`config.mk`:
```
export PLATFORM = sky130hd
export DESIGN_NAME = approx_mul_accumulator
export DESIGN_NICKNAME = d
export VERILOG_FILES = /design/src/rtl/approx_mul_accumulator.sv
export SDC_FILE = /design/constraint.sdc
export NUM_CORES = 1
export LEC_CHECK = 0
export CAP_MARGIN = 40
export CORE_UTILIZATION = 57
export CTS_BUF_LIST = sky130_fd_sc_hd__clkbuf_8
export DETAILED_ROUTE_END_ITERATION = 16
export PLACE_DENSITY = 0.88
export SLEW_MARGIN = 5
export SYNTH_ARGS = -nofsm -noshare
export SYNTH_HDL_FRONTEND = slang
export SYNTH_SLANG_ARGS = --single-unit
```
`constraint.sdc`:
```
create_clock -name CLK -period 5.1 [get_ports CLK]
set_input_delay 1.53 -clock CLK [delete_from_list [all_inputs] [get_ports CLK]]
set_output_delay 1.53 -clock CLK [all_outputs]
set_load 0.02 [all_outputs]
```
`src/rtl/approx_mul_accumulator.sv`:
```
// Frame accumulator for approximate-multiplier products with a valid/ready result port.
// Optional ACC_SAT_EN: saturate the sum at all-ones on overflow instead of wrapping.
module approx_mul_accumulator #(
  parameter int ACC_W = 24,
  parameter int LEN   = 8
) (
  input  logic             CLK,
  input  logic             RST_N,
  input  logic             clr,
  input  logic             in_valid,
  output logic             in_ready,
  input  logic [15:0]      in_prod,
  input  logic             in_last,
  output logic             out_valid,
  input  logic             out_ready,
  output logic [ACC_W-1:0] out_acc,
  output logic [7:0]       out_count,
  output logic             out_ovf
);

  typedef enum logic [1:0] {
    ST_IDLE  = 2'd0,
    ST_ACCUM = 2'd1,
    ST_DONE  = 2'd2
  } state_t;

  localparam logic [7:0] LEN_C = 8'(LEN);

  state_t             state_q, state_d;
  logic [ACC_W-1:0]   acc_q, acc_d;
  logic [7:0]         cnt_q, cnt_d;
  logic               ovf_q, ovf_d;

  logic               accept_s;
  logic [ACC_W-1:0]   base_s;
  logic [ACC_W:0]     sum_s;
  logic [7:0]         cnt_inc_s;
  logic               last_s;
  logic [ACC_W-1:0]   acc_next_s;
  logic               ovf_next_s;

  // Beat acceptance and the adder datapath; IDLE starts from zero so a load is an add
  always_comb begin
    in_ready  = (state_q != ST_DONE) && !clr;
    accept_s  = in_valid && in_ready;
    base_s    = (state_q == ST_IDLE) ? {ACC_W{1'b0}} : acc_q;
    sum_s     = {1'b0, base_s} + {1'b0, ACC_W'(in_prod)};
    cnt_inc_s = ((state_q == ST_IDLE) ? 8'd0 : cnt_q) + 8'd1;
    last_s    = in_last || (cnt_inc_s == LEN_C);
    ovf_next_s = ovf_q || sum_s[ACC_W];
`ifdef ACC_SAT_EN
    if (ovf_next_s) begin
      acc_next_s = {ACC_W{1'b1}};
    end else begin
      acc_next_s = sum_s[ACC_W-1:0];
    end
`else
    acc_next_s = sum_s[ACC_W-1:0];
`endif
  end

  // Next-state and frame register updates; clr overrides every other event
  always_comb begin
    state_d = state_q;
    acc_d   = acc_q;
    cnt_d   = cnt_q;
    ovf_d   = ovf_q;
    case (state_q)
      ST_IDLE, ST_ACCUM: begin
        if (accept_s) begin
          acc_d   = acc_next_s;
          cnt_d   = cnt_inc_s;
          ovf_d   = ovf_next_s;
          state_d = last_s ? ST_DONE : ST_ACCUM;
        end else begin
          state_d = state_q;
        end
      end
      ST_DONE: begin
        if (out_ready) begin
          state_d = ST_IDLE;
          acc_d   = {ACC_W{1'b0}};
          cnt_d   = 8'd0;
          ovf_d   = 1'b0;
        end else begin
          state_d = ST_DONE;
        end
      end
      default: begin
        state_d = ST_IDLE;
        acc_d   = {ACC_W{1'b0}};
        cnt_d   = 8'd0;
        ovf_d   = 1'b0;
      end
    endcase
    if (clr) begin
      state_d = ST_IDLE;
      acc_d   = {ACC_W{1'b0}};
      cnt_d   = 8'd0;
      ovf_d   = 1'b0;
    end else begin
      state_d = state_d;
    end
  end

  // State and frame registers with asynchronous reset
  always_ff @(posedge CLK or negedge RST_N) begin
    if (!RST_N) begin
      state_q <= ST_IDLE;
      acc_q   <= {ACC_W{1'b0}};
      cnt_q   <= 8'd0;
      ovf_q   <= 1'b0;
    end else begin
      state_q <= state_d;
      acc_q   <= acc_d;
      cnt_q   <= cnt_d;
      ovf_q   <= ovf_d;
    end
  end

  assign out_valid = (state_q == ST_DONE);
  assign out_acc   = acc_q;
  assign out_count = cnt_q;
  assign out_ovf   = ovf_q;

endmodule

```
==> summary.md <==
| Metric | Value |
|---|---|
| CP dominant cell by count | clkdlybuf4s50_1 |
| Slowest stage delay, CP | roughly 0.62 ns |
| Vias per cell | slightly above 6 |
| Drt drc | 0 |
| Relative slew slack | a little under half |
| CTS tree | built |
| Clk pin slew, worst setup/hold paths | roughly 0.08 ns |
| Worst EP required | between 3 and 4 ns |
| Remaining antenna violation count | 0 |
| Hold Buf Count CTS | 0 |
| YS warnings | 0 |
| Post-synthesis xor/xnor area fraction | 5.37% |
| Gpl congestion | roughly 0.94 |
| Fillcell total | approximately 340 |
| Startpoint Class | input pin |
| Placed Instances | between 400 and 500 |
| CP startpoint | clr |
| Via count | between 2k and 3k |
| Slowest-stage cell, CP | clkdlybuf4s50_1 |
| Layout Cells excl Fill | about 420 |
| Post-synthesis mux area share | less than 1% |
| Die H | about 70 um |
| Max-cap viol count | 0 |
| Clock root cell | clkbuf_8 |
| F_max | ~0.23 GHz |
| Final setup fails | 0 |
| Diode count | 0 |
| Ports | 57 |
| Clock Latency Late Sink | 0.30 ns |
| I/O Buffers | 56 |
| Post-DP HPWL | between 4 and 5 mm |
| Crit path kind | input pin to output port |
| Resized cells post-CTS | 0 |
| Post-synthesis adder-cell area fraction | around 9% |
| Count leader, synth | nand2_1 |
| Ys flop type | dfrtp_1 |
| RSZ-0062 raised after global routing | no |
| Die area | 0.00485 sq mm |
| Arrival time of the worst setup path | between 2 and 3 ns |
| Fin Setup TNS | 0 ns |
| Most frequent cells after synthesis | nand2_1 (48), dfrtp_1 (35), o21ai_0 (33), a21oi_1 (22), and2_1 (22) |
| Yosys reg bits | 35 |
| PnR Total Power | 0.729 mW |
| Simple-Gate Fraction of Synth Area | between 20% and 30% |
| Crit. End Element | output port |
| Synth top area share | about a third |
| Top cells by area, synth | dfrtp_1 (34%), ha_1 (8.1%), nand2_1 (6.9%), o21ai_0 (6.3%), and2_1 (5.3%) |
| Seq/Total Area, Yosys | approximately 34% |
| Drt first-iter violations | about 220 |
| Worst vdd ir | 0.000160 V |
| Core ar. | 0.00438 sq mm |
| Clock buffer depth | 2 |
| Area occupied by registers | just under 900 sq um |
| Layout cells sized above 1 | about 5.2% |
| Routed WL | between 6 and 7 mm |
| Final Hold Viols | 0 |
| Pwr/cell area | ~220 mW/mm^2 |
| Minimum clock period | 4.36 ns |
| Routed len/inst | roughly 16 um |
| Vias in the first global route | 2383 |
| Post-DP Area | 0.00319 sq mm |
| Actual slew at the worst max-slew pin | a little over 0.8 ns |
| Synthesized instance count | about 310 |
| Avg Cell Area, Syn | approximately 8.3 sq um |
| Fin nets | between 400 and 500 |
| Worst Clk Skew | between 0.007 and 0.008 ns |
| Period utilization | a little under nine tenths |
| Worst R2R Start | state_q[0]$_DFFE_PN0P_ |
| First-pass GRT wire length | approximately 11 mm |
| H-tree lvl count | 2 |
| Netlist Area Pre-Place | approximately 0.0026 sq mm |
| CTS Buf Count | 5 |
| Leakage | roughly 1.4 nW |
| Critical Path, Cell by Cell | clkdlybuf4s50_1 -> nor2_1 -> clkdlybuf4s50_1 |
| Final Max Slew Viols | 0 |
| Multi-input logic area | 0.00166 sq mm |
| Largest family of logic cells by synthesized area | compound AO/OA/AOI/OAI gates |
| Num rows | 24 |
| Syn nets | roughly 350 |
| First-pass DRT Iterations | 4 |
| Status | complete, no violations |
| Total global-route track usage | a little over a quarter |
| Crit path max fanout | 6 |
| Leading area contributor after synthesis | dfrtp_1 |
| Starting Density | 59.5% |
| Final hold slack | a little over 0.5 ns |
| GRT overflow | 0 |
| Post-CTS setup buffer count | 0 |
| Area grow syn2layout | 26.7% |
| Synth Area in Compound Gates | 26.0% |
| Library cells used by synthesis | 51 |
| Hold wc startpoint | out_acc[4]$_DFFE_PN0P_ |
| Post-synth EDFFs | 0 |
| CTS Sinks | 35 |
| Final non-filler cell area | 0.00331 sq mm |
| Die W | 69.7 um |
| Initial antenna violation count | 0 |
| Pin count of the biggest net entering global routing | 36 |
| FFs w/ async S/R, synth | 100% |
| Worst min path class | register to register |
## layer usage
layer	GRT usage (%)	vias to the layer above	share of wire, %
li1	-	1248	-
met1	35.0	1244	45
met2	47.0	92	49
met3	5.81	9	5.4
met4	7.33	0	1.0
met5	0	-	0
## critical path: cells and delay by family
family / cells / cell delay (ns)
AND/OR/NAND/NOR: 1 / 0.16
buffers and inverters: 2 / 1.13
## cell families after synthesis
kind of cell / Yosys count
AND/OR/NAND/NOR: 121
AO/OA/AOI/OAI: 102
adder cells (fa/ha/maj): 18
flip-flops: 35
multiplexers: 1
buffers and inverters: 20
XOR/XNOR: 16
## flip-flops by register name, indices dropped and copies added (netlist names)
| name | cells |
|---|---|
| out_ovf | 1 |
| state_q | 2 |
| out_count | 8 |
| out_acc | 24 |
## layout by cell type, fill, tap and decap left out, types with 4 or more instances in the layout
cell	netlist	routed
o21ai_0	33	33
nand2_1	48	48
o211ai_1	4	4
dfrtp_1	35	35
a21o_1	5	5
xor2_1	11	11
clkdlybuf4s50_1	0	56
a22o_1	7	7
nand4_1	5	5
nor3_1	6	6
o31ai_1	4	4
inv_1	4	4
and2_1	22	22
and3_1	5	5
ha_1	17	17
nand3_1	9	9
nor2_1	15	14
xnor2_1	5	5
a21oi_1	22	22
clkbuf_8	0	5
## where the power goes
part	internal, mW	switching, mW
registers	0.289	0.0101
logic	0.0697	0.0918
clock network	0.148	0.120
total	0.507	0.222
## final cells by class
type                            instances  area share [%]
Timing Repair Buffer                   58            17.4
Inverter                                5           0.567
Clock buffer                            5            2.08
Tap cell                               52            1.97
Clock inverter                          3            1.44
Sequential cell                        35            26.5
Multi-Input combinational cell        258            50.1
## metrics by stage
step / util (%) / worst slack, ns
CTS: 75.5 / 0.738
global route: 75.5 / 0.664
detailed placement: 72.8 / 0.745
global placement: 72.8 / 0.809
floorplan: - / 1.57
finish: 75.5 / 0.741
## final timing paths
path                                             to  slack, ns  cells past startpoint
max                                        in_ready       0.74                      3
max reg2reg                     out_ovf$_DFFE_PN0P_       1.66                     10
max in group asynchronous   out_acc[13]$_DFFE_PN0P_       3.13                      2
min reg2reg                  out_acc[4]$_DFFE_PN0P_       0.51                      2
min                          out_acc[4]$_DFFE_PN0P_       0.51                      2
min in group asynchronous  out_count[3]$_DFFE_PN0P_       1.64                      2
Note: power is estimated with default switching activity, not from simulation.
